[src/rtl/serial_subtractor.sv]
// serial_subtractor: bit-serial, LSB-first subtractor (diff = a - b mod 2^WIDTH).
// A single full-subtractor cell and a borrow flip-flop process one bit per clock.
// A start/busy/done handshake sequences each operation.
// Optional feature: define SERIAL_SUB_OVF_EN to add the signed-overflow output ovf.
module serial_subtractor #(
    parameter int WIDTH = 8
) (
    input  logic             clk,
    input  logic             rst_n,
    input  logic             start,
    input  logic [WIDTH-1:0] a,
    input  logic [WIDTH-1:0] b,
    output logic             busy,
    output logic             done,
    output logic [WIDTH-1:0] diff,
    output logic             borrow_out
`ifdef SERIAL_SUB_OVF_EN
    ,
    output logic             ovf
`endif
);

    localparam int CW = (WIDTH > 2) ? $clog2(WIDTH) : 1;

    typedef enum logic [1:0] {
        ST_IDLE = 2'd0,
        ST_RUN  = 2'd1,
        ST_DONE = 2'd2
    } state_t;

    state_t           state_r;
    state_t           state_nxt_s;
    logic [WIDTH-1:0] a_sh_r;
    logic [WIDTH-1:0] b_sh_r;
    logic             bin_r;
    logic [CW-1:0]    cnt_r;
    logic             busy_r;
    logic             done_r;
    logic [WIDTH-1:0] diff_r;
    logic             borrow_r;
    logic             load_s;
    logic             shift_s;
    logic             last_s;
    logic [1:0]       cell_s;
`ifdef SERIAL_SUB_OVF_EN
    logic             ovf_r;
`endif

    // Full-subtractor cell: returns {borrow_out, difference_bit}.
    function automatic logic [1:0] full_sub(input logic x, input logic y, input logic bi);
        logic d;
        logic bo;
        d  = x ^ y ^ bi;
        bo = (~x & y) | (~(x ^ y) & bi);
        return {bo, d};
    endfunction

    // State register.
    always_ff @(posedge clk or negedge rst_n) begin
        if (!rst_n) begin
            state_r <= ST_IDLE;
        end else begin
            state_r <= state_nxt_s;
        end
    end

    // Next-state logic: IDLE -> RUN -> DONE -> IDLE; start is only honoured in IDLE.
    always_comb begin
        state_nxt_s = state_r;
        case (state_r)
            ST_IDLE: begin
                if (start) begin
                    state_nxt_s = ST_RUN;
                end else begin
                    state_nxt_s = ST_IDLE;
                end
            end
            ST_RUN: begin
                if (last_s) begin
                    state_nxt_s = ST_DONE;
                end else begin
                    state_nxt_s = ST_RUN;
                end
            end
            ST_DONE: state_nxt_s = ST_IDLE;
            default: state_nxt_s = ST_IDLE;
        endcase
    end

    // Output/control decode: operand load, per-bit shift and final-bit strobes.
    always_comb begin
        load_s  = 1'b0;
        shift_s = 1'b0;
        last_s  = 1'b0;
        case (state_r)
            ST_IDLE: begin
                if (start) begin
                    load_s = 1'b1;
                end else begin
                    load_s = 1'b0;
                end
            end
            ST_RUN: begin
                shift_s = 1'b1;
                if (cnt_r == CW'(WIDTH - 1)) begin
                    last_s = 1'b1;
                end else begin
                    last_s = 1'b0;
                end
            end
            default: begin
                load_s  = 1'b0;
                shift_s = 1'b0;
                last_s  = 1'b0;
            end
        endcase
    end

    // Current bit: LSBs of the operand shifters plus the stored borrow.
    always_comb begin
        cell_s = full_sub(a_sh_r[0], b_sh_r[0], bin_r);
    end

    // Datapath: operand shifters, borrow FF, bit counter and registered outputs.
    always_ff @(posedge clk or negedge rst_n) begin
        if (!rst_n) begin
            a_sh_r   <= '0;
            b_sh_r   <= '0;
            bin_r    <= 1'b0;
            cnt_r    <= '0;
            busy_r   <= 1'b0;
            done_r   <= 1'b0;
            diff_r   <= '0;
            borrow_r <= 1'b0;
`ifdef SERIAL_SUB_OVF_EN
            ovf_r    <= 1'b0;
`endif
        end else if (load_s) begin
            a_sh_r   <= a;
            b_sh_r   <= b;
            bin_r    <= 1'b0;
            cnt_r    <= '0;
            busy_r   <= 1'b1;
            done_r   <= 1'b0;
            borrow_r <= 1'b0;
`ifdef SERIAL_SUB_OVF_EN
            ovf_r    <= 1'b0;
`endif
        end else if (shift_s) begin
            a_sh_r <= {1'b0, a_sh_r[WIDTH-1:1]};
            b_sh_r <= {1'b0, b_sh_r[WIDTH-1:1]};
            diff_r <= {cell_s[0], diff_r[WIDTH-1:1]};
            bin_r  <= cell_s[1];
            cnt_r  <= cnt_r + CW'(1);
            if (last_s) begin
                busy_r   <= 1'b0;
                done_r   <= 1'b1;
                borrow_r <= cell_s[1];
`ifdef SERIAL_SUB_OVF_EN
                // bin_r is the borrow into the MSB cell, cell_s[1] the borrow out of it.
                ovf_r    <= bin_r ^ cell_s[1];
`endif
            end else begin
                busy_r <= 1'b1;
                done_r <= 1'b0;
            end
        end else begin
            done_r <= 1'b0;
        end
    end

    assign busy       = busy_r;
    assign done       = done_r;
    assign diff       = diff_r;
    assign borrow_out = borrow_r;
`ifdef SERIAL_SUB_OVF_EN
    assign ovf        = ovf_r;
`endif

endmodule
[config.mk]
export PLATFORM = sky130hd
export DESIGN_NAME = serial_subtractor
export DESIGN_NICKNAME = d
export VERILOG_FILES = /design/src/rtl/serial_subtractor.sv
export SDC_FILE = /design/constraint.sdc
export NUM_CORES = 1
export LEC_CHECK = 0
export ABC_CLOCK_PERIOD_IN_PS = 1200
export CAP_MARGIN = 10
export CORE_MARGIN = 1.5
export CORE_UTILIZATION = 45
export DETAILED_ROUTE_END_ITERATION = 12
export GPL_TIMING_DRIVEN = 0
export PLACE_DENSITY = 0.74
export SLEW_MARGIN = 5
export SYNTH_ARGS = -nofsm -noshare
export SYNTH_HDL_FRONTEND = slang
export SYNTH_SLANG_ARGS = --single-unit
[constraint.sdc]
create_clock -name clk -period 1.2 [get_ports clk]
set_clock_uncertainty 0.1 [all_clocks]
set_input_delay 0.18 -clock clk [delete_from_list [all_inputs] [get_ports clk]]
set_output_delay 0.18 -clock clk [all_outputs]
set_load 0.02 [all_outputs]
; Word level (Yosys, flattened, before mapping)
; Index checks and enable logic that the tools add are counted.
; Widths: inputs -> output; s select.
[totals]
reg_bits = 33
inputBits = 19
elab_cells = 50
[classes]
add_sub_neg = 1
eq_ne = 2
n_mux = 25
bitwise_logic = 8
n_reduce_logical = 5
[ops]
columns = op, n
row1 = $mux 8, 4
row2 = $mux 1, 17
row3 = $mux 3, 2
row4 = $pmux 2 s2, 1
row5 = $reduce_and 2->1, 2
row6 = $reduce_bool 2->1, 2
row7 = $add 3x1->3 const B, 1
row8 = $eq 3x3->1 const B, 1
row9 = $not 1->1, 3
row10 = $and 1x1->1, 2
row11 = $eq 2x1->1 const B, 1
row12 = $logic_not 2->1, 1
row13 = $mux 2, 1
row14 = $xor 1x1->1, 2
row15 = $or 1x1->1, 1

; Depth between registers and ports, before layout
; Gate-level depths: netlist of run 1.
[depth]
depth_word = 7
mapped_depth = 5

; Worst setup path after synthesis of run 1
; No wires, ideal clock.
[synth_path]
kind = register to register
startpoint = register state_r[0]
endpoint = register b_sh_r[1]
setup_ns = 0.125
arrival_ns = 1.016
path_slack_ns = -0.041
path_stages_with_launch = 6
path_buffers = 2
synth_period_minus_slack_ns = 1.241
path_cell_list = dfrtp_1 > buf_4 > nand2b_4 > buf_4 > nor3_1 > nor3_2
[synth_between]
elab_chain_len = 3
word_cells_on_any_way = 6
[synth_rtl]
columns = item, line
row1 = "start, declared", 31  ; state_t state_r;
row2 = "start signal, assigned", 63  ; state_r <= state_nxt_s;
row3 = $eq 2x1->1 or $logic_not 2->1 (tied branches), 95  ; case (state_r)
row4 = $mux 1, 95
row5 = $reduce_bool 2->1 (no source line) or $mux 8 (tied branches), -
row6 = "end signal, assigned", 151  ; b_sh_r <= {1'b0, b_sh_r[WIDTH-1:1]};
row7 = "end, declared", 34  ; logic [WIDTH-1:0] b_sh_r;
; Parallel ways exist; a longest one is shown, timed or not.
; A chain may end at the register's enable or synchronous reset.

; Worst setup path after layout of run 1
[layout_path]
startpoint = register state_r[1]
endpoint = register b_sh_r[2]
; Same word-level chain as after synthesis.

==> metrics.yaml, run 1 <==
drc_errors: 0
synth_seq_cells: 33
drive_gt1_share_pct: 51.6
antenna_found_initial: 0
postRouteAntennaNets: 0
final_cell_mix: "32 x dfrtp_1, 19 x nand2_1, 19 x buf_4, 17 x nor3_2, 16 x clkdlybuf4s50_1"
hold_viol: 0
antenna_cells: 0
htree_levels: 2
required_ns: 1.35
setup-violations-final: 31
clock_sinks: 33
hpwlAfterDp_mm: 2.20
crit_path_max_fanout: 5
root_buffer: "clkbuf_4"
worstSetupPathType: "reg2reg"
postSynthCellCount: 151
cp-end-kind: "flip-flop"
drt_iter0_drc: 44
portBuffers: 29
ys_seq_area_share_pct: 55.0
area_delta_synth_final_pct: 63.8
status: "finished with violations"
critPathLaunchType: "flip-flop"
final_util_pct: 79.2
maxSlewViolCount: 0
post-route-min-period_ns: 1.34
rsz0062_at_grt: "yes"
nNetsFinal: 238
cts_buffer_depth: 2
avgSynthCellArea_um2: 9.94
dp.cells: 224
ios: 30
gp_congestion: 0.847
syn_nets: 173
vdd_ir_drop_max_uv: 1140
violations: "negative setup slack"
path_cells: "o21ba_4 > buf_8 > nor2_2 > nor3_1"
synth_area_mm2: 0.00150
track_usage_pct: 25.8
tightest_slew_ns: 0.454
cp_top_family: "flip-flops"
dr.pass1.iters: 4
cts_buffers: 5
post-route-period-util_pct: 112
vias_per_cell: 5.29
yosysWarnings: 0
design.die.area_mm2: 0.00369
worstSkewPairLatency_ns: 0.34
timing.hold.ws_ns: 0.254
wirelength_mm: 4.57
ys_types: 27
num_rows: 20
fmax_mhz: 746
grt_pass1_vias: 1458
setup_ws_ns: -0.141
cap_violations: 0
cp.arrival_ns: 1.49
worst-path-buf-inv: 1
start_util_pct: 48.4
layout_commonest_cell: "dfrtp_1"
p_leak_nw: 1.08
holdCritPathClass: "in2async"
die_w_um: 60.8
stdcell_count: 261
die_h_um: 60.8
slew_headroom_pct: 69.7
vias: 1381
crit_slowest_cell: "dfrtp_2"
coreArea_mm2: 0.00310
clkSlewWorstSetupHoldPaths_ns: 0.10
grt_pass1_wl_mm: 6.66
grt-ovfl-total: 0
finalSetupTns_ns: -2.48
wl_per_cell_um: 17.5
grt_max_degree: 34
slowest_delay_ns: 0.48
p_per_area_mw_per_mm2: 2460
tritoncts: "built"
## worst register-to-register path, cell delays in order, from the launching register on
cell and delay, ns:
dfrtp_2 0.48, o21ba_4 0.32, buf_8 0.16, nor2_2 0.05, nor3_1 0.15
## cell usage after synthesis (all sizes together)
cell / number / area share [%]
a211oi: 1 / 0.83
a21oi: 1 / 0.33
a221o: 1 / 0.67
a22o: 3 / 1.8
a32o: 1 / 0.67
and2: 2 / 0.83
and2b: 1 / 0.58
buf: 9 / 5.0
dfrtp: 33 / 55
fa: 1 / 1.3
ha: 2 / 1.7
inv: 3 / 0.75
nand2: 26 / 6.5
nand2b: 4 / 2.2
nand3: 1 / 0.33
nor2: 16 / 4.0
nor2b: 1 / 0.92
nor3: 36 / 12
nor4b: 1 / 0.58
o211ai: 1 / 0.50
o21ai: 5 / 1.7
o21ba: 1 / 1.1
o21bai: 1 / 0.50
## stage by stage
step                      power, W  cell area (µm²)  setup WS, ns
after floorplan            0.00332             1530       -0.0151
after global placement     0.00394             1880        -0.778
after detailed placement   0.00406             1870        -0.555
after CTS                  0.00538             2260       -0.0815
after global routing       0.00639             2460        -0.178
final                      0.00606             2460        -0.141
## state kept, by name, indices dropped and copies added, names as in the netlist
| register | count |
|---|---|
| diff | 8 |
| cnt_r | 3 |
| done | 1 |
| b_sh_r | 8 |
| borrow_out | 1 |
| a_sh_r | 8 |
| state_r | 2 |
| bin_r | 1 |
| busy | 1 |
## worst paths after layout
check / start / endpoint / slack, ns / cells after the start
setup reg to reg: state_r[1] / b_sh_r[2] / -0.14 / 4
hold / removal: rst_n / a_sh_r[1] / 0.25 / 2
setup / recovery: state_r[1] / b_sh_r[2] / -0.14 / 4
hold reg to reg: diff[0] / diff[0] / 0.39 / 2
min in group clk: a[7] / a_sh_r[7] / 0.33 / 3
max in group asynchronous: rst_n / state_r[1] / 0.40 / 2
## report_power, final
part	internal [W]	switching (W)
clock	0.000233	0.000365
combinational	0.00179	0.00168
sequential	0.00160	0.000383
total	0.00363	0.00243
## layer usage
metal,routed length (µm),GRT usage [%],vias up
li1,-,-,645
met1,1760,28.3,677
met2,2440,45.5,45
met3,227,7.89,14
met4,142,12.1,0
met5,0,0,-
## cell families after synthesis
| kind of cell | share of synthesized area [%] |
|---|---|
| AO/OA/AOI/OAI | 8.00 |
| buffers and inverters | 5.75 |
| flip-flops | 55.0 |
| AND/OR/NAND/NOR | 28.2 |
| adder cells (fa/ha/maj) | 3.00 |
## area by class of cell
cell class / count / area (µm²)
plain buffers: 9 / 115
inverters: 3 / 13.8
well taps: 44 / 55.1
fillers: 205 / 644
multi-input cells: 106 / 852
repair buffers: 58 / 547
flip-flops and latches: 33 / 827
clock buffers: 8 / 48.8
## repair_timing
action	in CTS	in global routing
pin swaps	15	19
hold buffers	1	0
gates resized for setup	102	37
gates cloned	4	0
endpoints found under the setup margin	42	42
setup buffers	14	10
hold endpoints to repair	33	0
Note: power is estimated with default switching activity, not from simulation.
==> run 2, diff against run 1 <==
--- a/config.mk
+++ b/config.mk
@@ -11,7 +11,7 @@
 export CORE_UTILIZATION = 45
 export DETAILED_ROUTE_END_ITERATION = 12
 export GPL_TIMING_DRIVEN = 0
-export PLACE_DENSITY = 0.74
+export PLACE_DENSITY = 0.73
 export SLEW_MARGIN = 5
 export SYNTH_ARGS = -nofsm -noshare
 export SYNTH_HDL_FRONTEND = slang
==> metrics.yaml, run 2 (synthesis gave the netlist of run 1 again) <==
status: "finished with violations"  # unchanged
violations: "negative setup slack"  # unchanged
place_ws_ns: -0.497  # was -0.555 ns
dr.pass1.iters: 4  # unchanged
critPathLaunchType: "flip-flop"  # unchanged
die_w_um: 60.8  # unchanged
track_usage_pct: 20.3  # was 25.8%
n_fill_cell: 226  # was 205
num_rows: 20  # unchanged
tightest_slew_ns: 0.746  # was 0.454 ns
seqPwrFrac_pct: 32.9  # was 32.8%
wl_met1_mm: 1.59  # was 1.76 mm
postRouteAntennaNets: 0  # unchanged
cp_top_family: "simple AND/OR/NAND/NOR gates"  # was flip-flops
htree_levels: 2  # unchanged
cts_buffer_depth: 2  # unchanged
slew_headroom_pct: 50.2  # was 69.7%
cts_buffers: 5  # unchanged
drc_errors: 0  # unchanged
hold_path.startpoint: "a[7]"
grt-ovfl-total: 0  # unchanged
p_per_area_mw_per_mm2: 2530  # was 2460 mW/mm²
highest_layer: "met4"  # unchanged
wl_met3_um: 161  # was 227 µm
maxSlewViolCount: 0  # unchanged
die_h_um: 60.8  # unchanged
switchingPower_w: 0.00217  # was 0.00243 W
coreArea_mm2: 0.00310  # unchanged
p_leak_nw: 1.04  # was 1.08 nW
power_frac_clock_pct: 17.7  # was 9.9%
worstSkewPairLatency_ns: 0.35  # was 0.34 ns
drt_iter0_drc: 39  # was 44
design.die.area_mm2: 0.00369  # unchanged
clock_sinks: 33  # unchanged
setup-violations-final: 31  # unchanged
required_ns: 1.34  # was 1.35 ns
ios: 30  # unchanged
rsz0062_at_grt: "yes"  # unchanged
portBuffers: 29  # unchanged
holdCritPathClass: "in2reg"  # was in2async
crit_path_max_fanout: 10  # was 5
rrSetupSlack_ns: -0.09  # was -0.14 ns
total_power_w: 0.00592  # was 0.00606 W
grt_pass1_vias: 1236  # was 1458
vdd_ir_drop_max_uv: 1730  # was 1140 µV
worstSetupPathType: "reg2reg"  # unchanged
slowest_delay_ns: 0.39  # was 0.48 ns
path_cells: "buf_6 > nand2b_4 > buf_12 > nor3_2 > nor3_1"  # was o21ba_4 > buf_8 > nor2_2 > nor3_1
share_comb_of_total_power_pct: 49.4  # was 57.3%
tritoncts: "built"  # unchanged
layout_commonest_cell: "dfrtp_1"  # unchanged
post-route-min-period_ns: 1.29  # was 1.34 ns
drive_gt1_share_pct: 44.4  # was 51.6%
setup_ws_ns: -0.0913  # was -0.141 ns
cap_violations: 0  # unchanged
place_area_mm2: 0.00187  # unchanged
fmax_mhz: 774  # was 746 MHz
whs_endpoint: "a_sh_r[7]"
hold_viol: 0  # unchanged
p_int_w: 0.00375  # was 0.00363 W
final_cell_mix: "32 x dfrtp_1, 26 x nand2_1, 17 x clkdlybuf4s50_1"  # was 32 x dfrtp_1, 19 x nand2_1, 19 x buf_4, 17 x nor3_2, 16 x clkdlybuf4s50_1
start_util_pct: 48.4  # unchanged
timing.hold.ws_ns: 0.287  # was 0.254 ns
crit_slowest_cell: "dfrtp_1"  # was dfrtp_2
rr_worst_depth: 5  # was 4
post-route-period-util_pct: 108  # was 112%
postLayoutCellArea_mm2: 0.00234  # was 0.00246 mm²
dp.cells: 224  # unchanged
grt_pass1_wl_mm: 5.45  # was 6.66 mm
grt_max_degree: 34  # unchanged
worstReg2RegEnd: "a_sh_r[4]"  # was b_sh_r[2]
nNetsFinal: 228  # was 238
worst-path-buf-inv: 2  # was 1
vias: 1310  # was 1381
clkSlewWorstSetupHoldPaths_ns: 0.11  # was 0.10 ns
r2r-start: "state_r[0]"  # was state_r[1]
wl_per_cell_um: 14.7  # was 17.5 µm
area_delta_synth_final_pct: 55.7  # was 63.8%
hpwlAfterDp_mm: 2.14  # was 2.20 mm
cp.arrival_ns: 1.43  # was 1.49 ns
root_buffer: "clkbuf_4"  # unchanged
antenna_found_initial: 0  # unchanged
stdcell_count: 251  # was 261
vias_per_cell: 5.22  # was 5.29
switching_share_pct: 36.7  # was 40.0%
worstHoldPathCells: 3
cp-end-kind: "flip-flop"  # unchanged
antenna_cells: 0  # unchanged
wirelength_mm: 3.70  # was 4.57 mm
wl_met2_mm: 1.91  # was 2.44 mm
gp_congestion: 0.829  # was 0.847
run 2: cell count changes in the layout (fill, tap and decap cells not counted), sizes merged:
cell           before  now
clkbuf              9    5
clkinv              0    1
buf                48   39
clkdlybuf4s50      16   17
bufinv              0    2
dlymetal6s2s        1    0
run 2: layout make-up:
class                      instances  area (µm²)  area share, %
buffer                             9         119           5.09
clock buffer                       5        37.5           1.61
clock inverter                     3        65.1           2.78
inverter                           3        11.3          0.482
multi-input combinational        106         786           33.6
sequential                        33         827           35.4
tap                               44        55.1           2.36
timing repair buffer              48         437           18.7
run 2: worst max path at each step:
stage	startpoint	end	slack, ns	cells after the start
finish	state_r[0]	a_sh_r[4]	-0.09	5
global route	state_r[0]	a_sh_r[4]	-0.19	5
CTS	state_r[1]	borrow_out	-0.07	5
detailed placement	start	borrow_out	-0.50	4
global placement	rst_n	b_sh_r[4]	-0.78	1
floorplan	state_r[0]	b_sh_r[1]	-0.02	5
run 2: tightest hold or removal path, cell delays in order:
cell,delay (ns)
clkdlybuf4s50_1,0.40
nand2_1,0.05
o21ai_0,0.06
run 2: per-layer routing:
| layer | up-vias | global-route usage [%] |
|---|---|---|
| met3 | 5 | 6.18 |
| met2 | 32 | 35.8 |
| met1 | 651 | 24.4 |
| met5 | - | 0 |
| li1 | 622 | - |
| met4 | 0 | 4.66 |
run 2: timing repair:
item	4_1_cts	5_1_grt
hold endpoints to repair	33	0
gates cloned	2	0
setup endpoints to repair	37	41
buffers inserted	11	5
resized for setup	72	48
hold buffers	1	0
pin swaps	7	6
run 2: power by group through the flow:
stage                     registers (W)  logic (W)  clock network (W)
after global routing            0.00201    0.00319            0.00109
final                           0.00195    0.00293            0.00105
after global placement          0.00190    0.00205                  0
after floorplan                 0.00205    0.00127                  0
after CTS                       0.00189    0.00244            0.00105
after detailed placement        0.00193    0.00210                  0
run 2: per-stage QoR:
stage	setup TNS (ns)	util, %
6_report	-1.21	75.3
5_1_grt	-3.05	75.3
4_1_cts	-0.833	68.2
3_5_place_dp	-8.41	60.3
3_3_place_gp	-33.47	60.4
2_1_floorplan	-0.0335	-
==> run 3, diff against run 2 <==
--- a/config.mk
+++ b/config.mk
@@ -12,7 +12,7 @@
 export DETAILED_ROUTE_END_ITERATION = 12
 export GPL_TIMING_DRIVEN = 0
 export PLACE_DENSITY = 0.73
-export SLEW_MARGIN = 5
+export SLEW_MARGIN = 20
 export SYNTH_ARGS = -nofsm -noshare
 export SYNTH_HDL_FRONTEND = slang
 export SYNTH_SLANG_ARGS = --single-unit
==> results of run 3 <==
Final layout, timing and power as in run 2 (identical DEF).
